[src/rtl/fp_add_sched.sv]
// fp_add_sched: two-requester round-robin scheduler in front of one shared
// combinational single-precision adder. One operation is in flight at a time:
// accept -> wait ADD_LAT cycles for the adder to settle -> hold the response
// until the consumer takes it.
module fp_add_sched #(
   parameter int ADD_LAT = 1
) (
   input  logic        clk,
   input  logic        rst_n,
   input  logic        req0_valid,
   input  logic        req1_valid,
   output logic        req0_ready,
   output logic        req1_ready,
   input  logic [31:0] req0_a,
   input  logic [31:0] req0_b,
   input  logic [31:0] req1_a,
   input  logic [31:0] req1_b,
   output logic [31:0] add_a,
   output logic [31:0] add_b,
   input  logic [31:0] add_out,
   output logic        rsp_valid,
   input  logic        rsp_ready,
   output logic [31:0] rsp_data,
   output logic        rsp_id,
   output logic        busy
);

   typedef enum logic [1:0] {
      IDLE = 2'd0,
      WAIT = 2'd1,
      RESP = 2'd2
   } state_t;

   // The counter is loaded with ADD_LAT-1 so that WAIT spans exactly ADD_LAT cycles.
   localparam logic [3:0] LAT_M1 = 4'(ADD_LAT - 1);

   state_t      state_reg;
   logic [31:0] op_a_reg;
   logic [31:0] op_b_reg;
   logic [31:0] rsp_data_reg;
   logic        rsp_valid_reg;
   logic        rsp_id_reg;
   logic        last_grant_reg;
   logic [3:0]  count_reg;

   logic [1:0]  valid_vec;
   logic [1:0]  ready_vec;
   logic        grant;
   logic        accept;
   logic [31:0] sel_a;
   logic [31:0] sel_b;

   assign valid_vec = {req1_valid, req0_valid};

   // Arbitration: a lone requester wins; on a tie the one not served last wins.
   always_comb begin
      grant = 1'b0;
      if (valid_vec == 2'b10) begin
         grant = 1'b1;
      end else if (valid_vec == 2'b11) begin
         grant = ~last_grant_reg;
      end
   end

   // Ready is offered only in IDLE, only to the granted requester, never during reset.
   genvar gi;
   generate
      for (gi = 0; gi < 2; gi++) begin : g_ready
         assign ready_vec[gi] = rst_n && (state_reg == IDLE) && valid_vec[gi]
                                && (grant == (gi == 1));
      end
   endgenerate

   assign req0_ready = ready_vec[0];
   assign req1_ready = ready_vec[1];
   assign accept     = |ready_vec;

   // Operands from the winning requester; only used on the handshake cycle.
   assign sel_a = grant ? req1_a : req0_a;
   assign sel_b = grant ? req1_b : req0_b;

   // Adder inputs come straight from the latched operands so they stay stable
   // for the whole WAIT/RESP window.
   assign add_a     = op_a_reg;
   assign add_b     = op_b_reg;
   assign rsp_valid = rsp_valid_reg;
   assign rsp_data  = rsp_data_reg;
   assign rsp_id    = rsp_id_reg;
   assign busy      = (state_reg != IDLE);

   // Scheduler FSM: accept, count down the adder settle time, hold the response.
   always_ff @(posedge clk) begin
      if (!rst_n) begin
         state_reg      <= IDLE;
         op_a_reg       <= '0;
         op_b_reg       <= '0;
         rsp_data_reg   <= '0;
         rsp_valid_reg  <= 1'b0;
         rsp_id_reg     <= 1'b0;
         last_grant_reg <= 1'b1;
         count_reg      <= '0;
      end else begin
         case (state_reg)
            IDLE: begin
               if (accept) begin
                  op_a_reg       <= sel_a;
                  op_b_reg       <= sel_b;
                  rsp_id_reg     <= grant;
                  last_grant_reg <= grant;
                  count_reg      <= LAT_M1;
                  state_reg      <= WAIT;
               end
            end
            WAIT: begin
               if (count_reg == 4'd0) begin
                  rsp_data_reg  <= add_out;
                  rsp_valid_reg <= 1'b1;
                  state_reg     <= RESP;
               end else begin
                  count_reg <= count_reg - 4'd1;
               end
            end
            RESP: begin
               if (rsp_ready) begin
                  rsp_valid_reg <= 1'b0;
                  state_reg     <= IDLE;
               end
            end
            default: begin
               state_reg <= IDLE;
            end
         endcase
      end
   end

endmodule

[config.mk]
export PLATFORM = sky130hd
export DESIGN_NAME = fp_add_sched
export DESIGN_NICKNAME = d
export VERILOG_FILES = /design/src/rtl/fp_add_sched.sv
export SDC_FILE = /design/constraint.sdc
export NUM_CORES = 1
export LEC_CHECK = 0
export CORE_MARGIN = 2
export CORE_UTILIZATION = 30
export DETAILED_ROUTE_END_ITERATION = 8
export PLACE_DENSITY = 0.66
export SKIP_LAST_GASP = 1
export SLEW_MARGIN = 20
export SYNTH_ARGS = -nofsm -noshare
export SYNTH_HDL_FRONTEND = slang
export SYNTH_SLANG_ARGS = --single-unit
[constraint.sdc]
create_clock -name clk -period 1.38 [get_ports clk]
set_input_delay 0.276 -clock clk [delete_from_list [all_inputs] [get_ports clk]]
set_output_delay 0.276 -clock clk [all_outputs]
set_load 0.01 [all_outputs]
[After elaboration in Yosys (flattened, before gate mapping)]
Index checks and enable logic that the tools add are counted.
Operators by class
  bitwise operators: 2
  equal/unequal tests: 8
  reduce and logical (&&, ||, !) cells: 16
  add/sub/neg operators: 1
  muxes and demuxes: 14
Operator list (number)
  two-way mux 32 bit: 2
  AND reduction 3 bit: 3
  two-way mux 4 bit: 2
  inequality test 2 bit, second input constant: 4
  case mux 4 bit (2 select lines): 1
  equality test 2 bit, second input constant: 3
  two-way mux 2 bit: 3
  case mux 2 bit (3 select lines): 1
  nonzero test 2 bit: 3
  logical AND 1 bit: 5
  zero test 4 bit: 1
  two-way mux 1 bit: 4
  AND reduction 2 bit: 2
  subtractor 4 x 1 -> 4 bit, second input constant: 1
  equality test 2 x 1 -> 1 bit, second input constant: 1
  zero test 2 bit: 1
  NOT 1 bit: 2
  case mux 1 bit (2 select lines): 1
  OR reduction 2 bit: 1
Storage, ports and cells
  logic and storage cells: 49
  flip-flop bits (word level): 105
  input port bits: 165
  output and inout bits: 101

[Depth between registers and ports, before layout]
Gate-level depths: netlist (run 1).
  depth after elaboration: 8
  mapped depth: 7

[Worst setup path after synthesis (run 1)]
No wires, ideal clock.
  kind: register to register
  start point: register count_reg[0]
  end point: register state_reg[0]
  data arrival time: 1.398 ns
  path slack: -0.135 ns
  stages on the path, launching flop included: 7
  cell sequence: dfxtp_1 -> inv_1 -> ha_1 -> or3b_1 -> clkbuf_1 -> clkbuf_1 -> a41o_1
On the way
  cells in the longest elaborated chain, start to end: 3
RTL lines
  from (decl): line 44  | logic [3:0] count_reg;
  from (signal assigned): line 120  | count_reg <= count_reg - 4'd1;
  zero test 4 bit: line 115  | if (count_reg == 4'd0) begin
  inequality test 2 bit (no source line)
  AND reduction 3 bit (no source line)
  to (signal assigned): line 111  | state_reg <= WAIT;
  to (signal assigned): line 118  | state_reg <= RESP;
  to (signal assigned): line 126  | state_reg <= IDLE;
  to (decl): line 37  | state_t state_reg;
No other way between the ends.
A chain may end at the register's enable or synchronous reset.

[Worst setup path after layout (run 1)]
  start point: register state_reg[1]
  end point: output req0_ready
On the way
  cells in the longest elaborated chain, start to end: 4
RTL lines
  from (signal assigned): line 94  | state_reg <= IDLE;
  from (signal assigned): line 111
  from (signal assigned): line 118
  zero test 2 bit: line 69  | assign ready_vec[gi] = rst_n && (state_reg == IDLE) && valid_vec[gi]
  logical AND 1 bit (2 in a row): line 69
  logical AND 1 bit: line 70  | && (grant == (gi == 1));
  to (decl): line 12  | output logic req0_ready,
No other way between the ends.

==> metrics.md, run 1 <==
| Metric | Value |
|---|---|
| Gate Count Post-Synth | around 480 |
| Depth of the worst register-to-register path | 8 |
| Violations in the final reports | negative setup slack |
| Reg-to-reg slack, setup | -0.27 ns |
| Worst hold margin | 0.417 ns |
| Post-DR wirelength/cell | 16.7 um |
| Proportion of power drawn by flip-flops and latches | 0.379 |
| Remaining number of nets flagged by the antenna check after routing | 0 |
| Clock sinks | around 110 |
| Most area-consuming cells after synthesis | sky130_fd_sc_hd__dfxtp_1 (44%), sky130_fd_sc_hd__mux2i_1 (27%), sky130_fd_sc_hd__a21boi_0 (5.2%) |
| Number of antenna violations at the first check in global routing | 0 |
| Core Util, Final | 0.578 |
| Max-slew violation total from the final report | 0 |
| Routability congestion estimate from global placement | 0.778 |
| Row count | 45 |
| Worst setup slack after layout | -0.281 ns |
| Most common cell in the synthesized netlist | sky130_fd_sc_hd__mux2i_1 |
| Remaining DRCs | 0 |
| Crit Path Max Fanout | 2 |
| Clock H-tree levels | 3 |
| Overall routed net length | 16500 um |
| Leakage power of the design | 0.00375 uW |
| Required time worst endpoint | between 1 and 1.5 ns |
| Seq cells post-synth | between 100 and 150 |
| Synth warnings | 0 |
| Pin count of the biggest net entering global routing | 106 |
| Sequential element share of the synthesized area | 0.444 |
| Synth area leader | sky130_fd_sc_hd__dfxtp_1 |
| Floorplan Core Area | 0.0153 sq mm |
| Clk Latency, worst-skew pair | 0.34 ns |
| Final critical delay including setup and external delays | between 1.5 and 2 ns |
| Post-synth top area share | 0.444 |
| Power dissipated by switching net loads | about 2800 uW |
| Crit-path cells | or3b_4 > nor3b_2 > buf_2 |
| Type of the worst min-delay path | in2reg |
| Port-buffer cells | roughly 270 |
| Count of hold-fix buffers inserted at cts | 0 |
| Number of buffers inserted during clock tree synthesis | 9 |
| Status | finished with violations |
| Area added between synthesis and finish | 86.8% |
| Cell Count Post-Placement | 955 |
| Final clock period utilization by the worst path | 1.20 |
| Vias in the first global route | 4783 |
| Via density per instance | between 4 and 5 |
| Final setup vio count | 106 |
| Internal Dissipation | 6750 uW |
| Combinational group share of total power | 0.327 |
| N_diodes | 0 |
| Maximum number of buffers from clock root to sink | 2 |
| Clock edge transition at the registers on the reported setup and hold paths | about 0.07 ns |
| Cell types with the highest counts after synthesis | sky130_fd_sc_hd__mux2i_1 (129), sky130_fd_sc_hd__dfxtp_1 (105), sky130_fd_sc_hd__nand2_1 (66) |
| Total Die Area | around 0.017 sq mm |
| Cell Count, Final, Fillers Out | 990 |
| Global-route wire length before repair | 24600 um |
| Power per Cell Area | 1080 mW/mm^2 |
| Overflow after GRT | 0 |
| RSZ-0062 raised after global routing | true |
| Fraction of registers with async set or reset after synthesis | 0 |
| Y dimension of the die | between 100 and 150 um |
| Clk_skew | ~0.0085 ns |
| Crit. End Element | primary output |
| Final Total Pwr | 9530 uW |
| Type of the worst setup path | reg2out |
| Worst EP arrival | 1.38 ns |
| Relative slew slack | 0.689 |
| Startpoint type of the worst setup path | register |
| Final hold violations | 0 |
| Slowest-stage cell, CP | sky130_fd_sc_hd__or3b_4 |
| Die width | between 100 and 150 um |
| Starting density of the core | 0.309 |
| Dpl hpwl | 11200 um |
| Gr usage total | 0.188 |
| Clock tree from TritonCTS | yes |
| Timing-limited maximum frequency | between 600 and 700 MHz |
| Root buffer cell | sky130_fd_sc_hd__clkbuf_16 |
| Cell variety after synth | 32 |
| Mapped Area | 0.00474 sq mm |
| Leading register cell type out of synthesis | sky130_fd_sc_hd__dfxtp_1 |
| Peak VDD IR | 0.000869 V |
| Number of fill cells | ~1300 |
| Fraction of power spent switching nets | 0.291 |
| Tightest Pin Transition | roughly 0.47 ns |
| Critical path's largest stage delay | approximately 0.40 ns |
| Pre-CTS setup slack | -0.618 ns |
| Syn nets | 649 |
| Per-instance average area after synthesis | 9.83 sq um |
| Depth of the worst hold-timing path | 4 |
| Fin nets | between 900 and 1000 |
| Drt pass-1 iters | 4 |
| Part of the power in the clock network | 0.294 |
| Share of cells above drive strength 1 | 0.217 |
| I/O pins | 266 |
| DRC violation total after the first TritonRoute iteration | 146 |
| Vias after detailed routing | 4698 |
| Max-cap check violation count | 0 |
| Number of synthesized flops with an enable pin | 0 |
per-layer routing:
layer  global-route usage  wire length (um)  vias to the layer above
met3               0.0557              1330                       18
li1                     -                 -                     2283
met1                0.203              6290                     2220
met2                0.351              8630                      177
met4               0.0620               290                        0
met5                    0                 0                        -
kinds of logic after synthesis:
| family | Yosys count | synth area share |
|---|---|---|
| buf+inv | 48 | 0.0568 |
| compound gates | 82 | 0.109 |
| mux | 129 | 0.273 |
| fa+ha+maj | 2 | 0.00528 |
| flops | 105 | 0.444 |
| simple gates | 116 | 0.112 |
placed cells by master, fill, tap and decap left out, drive strengths merged, types with 2 or more instances in the layout:
cell,count
a21boi,35
bufinv,2
or4,2
buf,60
ha,2
inv,9
a21oi,4
dfxtp,105
nor3b,2
nand2,66
o21ai,38
dlygate4sd2,98
mux2i,129
and3,2
or3b,2
clkdlybuf4s50,161
dlymetal6s2s,2
nand3,33
clkinv,2
clkbuf,10
nor2b,2
nor2,4
cell type report:
class	instances	area, sq um	share of cell area
Multi-Input combinational cell	329	2780	0.314
Inverter	6	22.5	0.00255
Timing Repair Buffer	323	3350	0.378
Clock inverter	7	100	0.0113
Clock buffer	9	225	0.0255
Tap cell	211	264	0.0298
Sequential cell	105	2110	0.238
critical path: cells and delay by family (launching register included):
kind / cells / cell delay (ns)
buffers and inverters: 1 / 0.15
flip-flops: 1 / 0.32
AND/OR/NAND/NOR: 2 / 0.57
power groups by stage:
stage	logic, uW	clock network [uW]	registers [uW]
after floorplan	1020	0	3840
after global placement	2770	0	3660
after detailed placement	2830	0	3680
after CTS	2980	2890	3600
after global routing	3320	3030	3660
final	3110	2800	3610
what timing repair did:
| item | 4_1_cts | 5_1_grt |
|---|---|---|
| resized for setup | 229 | 64 |
| endpoints found under the setup margin | 203 | 106 |
| buffers inserted | 6 | 6 |
| gates cloned | 10 | 1 |
| pin swaps | 72 | 40 |
per-stage QoR:
| step | setup TNS (ns) | cell area, sq um |
|---|---|---|
| after global placement | -33.75 | 7850 |
| final | -20.98 | 8850 |
| after CTS | -21.23 | 8590 |
| after floorplan | -4.13 | 4770 |
| after detailed placement | -39.08 | 7850 |
| after global routing | -28.54 | 8850 |
worst paths after layout:
check,from,endpoint
max,state_reg[1],req0_ready
min,req1_valid,last_grant_reg
max reg2reg,count_reg[0],rsp_data[19]
min reg2reg,rsp_data[13],rsp_data[13]
(Power assumes the default switching activity.)
==> run 2, diff against run 1 <==
--- a/config.mk
+++ b/config.mk
@@ -5,7 +5,7 @@
 export SDC_FILE = /design/constraint.sdc
 export NUM_CORES = 1
 export LEC_CHECK = 0
-export CORE_MARGIN = 2
+export CORE_MARGIN = 3
 export CORE_UTILIZATION = 30
 export DETAILED_ROUTE_END_ITERATION = 8
 export PLACE_DENSITY = 0.66
==> run 2 against run 1 <==
Against the previous run: the run still ends with negative setup slack left; non-clock buffer count is 4 higher; maximum frequency is 0.50% higher; highest routed layer unchanged; first-iteration DRC count is 12% higher; critical path depth stayed put; via count is 1.7% higher; critical endpoint unchanged; wire length is 2.8% higher; hold slack better by 0.0020 ns; setup slack better by 0.0082 ns.
==> metrics.md, run 2 (same netlist as run 1, synthesis figures left out) <==
| Metric | Value |
|---|---|
| Worst setup slack after layout | -0.272 ns |
| Fraction of power spent switching nets | 0.290 |
| Slowest-stage cell, CP | sky130_fd_sc_hd__or3b_4 |
| Vias after detailed routing | about 4800 |
| Required time worst endpoint | 1.10 ns |
| Max-cap check violation count | 0 |
| Fin nets | about 950 |
| Pin count of the biggest net entering global routing | 44 |
| Clock H-tree levels | 3 |
| Most frequent cells in the layout | sky130_fd_sc_hd__clkdlybuf4s50_1 (161), sky130_fd_sc_hd__mux2i_1 (129), sky130_fd_sc_hd__dfxtp_1 (100), sky130_fd_sc_hd__dlygate4sd2_1 (100), sky130_fd_sc_hd__nand2_1 (66) |
| Area added between synthesis and finish | 84.2% |
| Row count | between 40 and 50 |
| Worst hold margin | 0.419 ns |
| Power per Cell Area | 1080 mW/mm^2 |
| Relative slew slack | 0.644 |
| Crit Path Max Fanout | 2 |
| Leakage power of the design | 0.00372 uW |
| Vias in the first global route | ~5000 |
| Floorplan Core Area | 0.0153 sq mm |
| Tightest Pin Transition | ~0.53 ns |
| Timing-limited maximum frequency | 605 MHz |
| Proportion of power drawn by flip-flops and latches | 0.385 |
| Final setup vio count | about 110 |
| Type of the worst setup path | reg2out |
| I/O pins | approximately 270 |
| Hold path startpoint | rst_n |
| Depth of the worst register-to-register path | 7 |
| N_diodes | 0 |
| Internal Dissipation | 6680 uW |
| Clk Latency, worst-skew pair | 0.35 ns |
| R2r startpoint | count_reg[1] |
| Root buffer cell | sky130_fd_sc_hd__clkbuf_16 |
| Overflow after GRT | 0 |
| Routability congestion estimate from global placement | 0.754 |
| Peak VDD IR | 0.000563 V |
| Final critical delay including setup and external delays | 1.65 ns |
| Crit-path cells | or3b_4 > nor3b_2 > buf_2 |
| Starting density of the core | 0.309 |
| Critical path's largest stage delay | 0.42 ns |
| Final hold violations | 0 |
| Number of antenna violations at the first check in global routing | 0 |
| Via density per instance | 4.80 |
| Maximum number of buffers from clock root to sink | 2 |
| Reg-to-reg slack, setup | -0.23 ns |
| Number of buffers inserted during clock tree synthesis | 9 |
| Power dissipated by switching net loads | approximately 2700 uW |
| DRC violation total after the first TritonRoute iteration | between 150 and 200 |
| Remaining DRCs | 0 |
| Combinational group share of total power | 0.327 |
| Max-slew violation total from the final report | 0 |
| Remaining number of nets flagged by the antenna check after routing | 0 |
| Status | finished with violations |
| Die width | roughly 130 um |
| Gr usage total | 0.187 |
| Depth of the worst hold-timing path | 3 |
| Clock tree from TritonCTS | yes |
| Core Util, Final | 0.570 |
| Clock edge transition at the registers on the reported setup and hold paths | 0.07 ns |
| Clock sinks | 105 |
| Clk_skew | 0.0128 ns |
| Worst EP arrival | between 1 and 1.5 ns |
| Most common cell after layout, fill and taps aside | sky130_fd_sc_hd__clkdlybuf4s50_1 |
| Port-buffer cells | between 200 and 300 |
| RSZ-0062 raised after global routing | true |
| Crit. End Element | primary output |
| Post-DR wirelength/cell | 17.1 um |
| Final clock period utilization by the worst path | 1.20 |
| Part of the power in the clock network | 0.288 |
| Share of cells above drive strength 1 | 0.196 |
| Final Total Pwr | about 9400 uW |
| Capture point of the worst reg-to-reg path | rsp_data[29] |
| Global-route wire length before repair | about 26000 um |
| Violations in the final reports | negative setup slack |
| Endpoint, Worst Hold | last_grant_reg |
| Pre-CTS setup slack | -0.692 ns |
| Overall routed net length | 17000 um |
| Drt pass-1 iters | 4 |
| Type of the worst min-delay path | in2reg |
| Dpl hpwl | 11400 um |
| Startpoint type of the worst setup path | register |
| Launching instance or port of the critical path | state_reg[1] |
| Total Die Area | 0.0173 sq mm |
| Y dimension of the die | 132 um |
==> run 2: power by group through the flow <==
stage               Sequential [uW]  Combinational, uW  Clock (uW)
floorplan                      3840               1020           0
detailed placement             3670               2720           0
CTS                            3620               3000        2790
global placement               3660               2670           0
finish                         3630               3080        2710
global route                   3670               3300        2900
==> run 2: worst max-delay path, delay by kind of cell (launching register included) <==
kind                   cells  cell delay, ns
AND/OR/NAND/NOR            2            0.57
buffers and inverters      1            0.15
flip-flops                 1            0.32
==> run 2: cell type report <==
class | instances | area (sq um)
Clock buffer | 13 | 270
Tap cell | 211 | 264
Sequential cell | 105 | 2110
Inverter | 6 | 25.0
Timing Repair Buffer | 327 | 3310
Fill cell | 1350 | 6590
Clock inverter | 3 | 47.5
Multi-Input combinational cell | 330 | 2700
==> run 2: layer usage <==
| metal | vias to the layer above | share of wire | track usage |
|---|---|---|---|
| met5 | - | 0 | 0 |
| met4 | 0 | 0.026 | 0.0776 |
| met3 | 30 | 0.076 | 0.0601 |
| met2 | 206 | 0.50 | 0.323 |
| met1 | 2243 | 0.40 | 0.213 |
| li1 | 2299 | - | - |
==> run 2: per-stage QoR <==
stage,setup TNS [ns],cell area [sq um],cells
2_1_floorplan,-4.13,4770,482
3_3_place_gp,-37.26,7700,946
3_5_place_dp,-41.79,7700,946
4_1_cts,-20.84,8570,996
5_1_grt,-24.30,8720,995
6_report,-16.89,8720,995
==> run 2: timing repair <==
| item | CTS | global route |
|---|---|---|
| cloned | 14 | 3 |
| hold buffers | 0 | 0 |
| setup endpoints to repair | 204 | 107 |
| setup buffers | 21 | 4 |
| resized for setup | 245 | 62 |
| pin swaps | 58 | 33 |
==> run 2: worst max-delay path by stage <==
stage | endpoint
floorplan | count_reg[2]
global placement | req1_ready
detailed placement | req1_ready
CTS | req0_ready
global route | req0_ready
finish | req0_ready
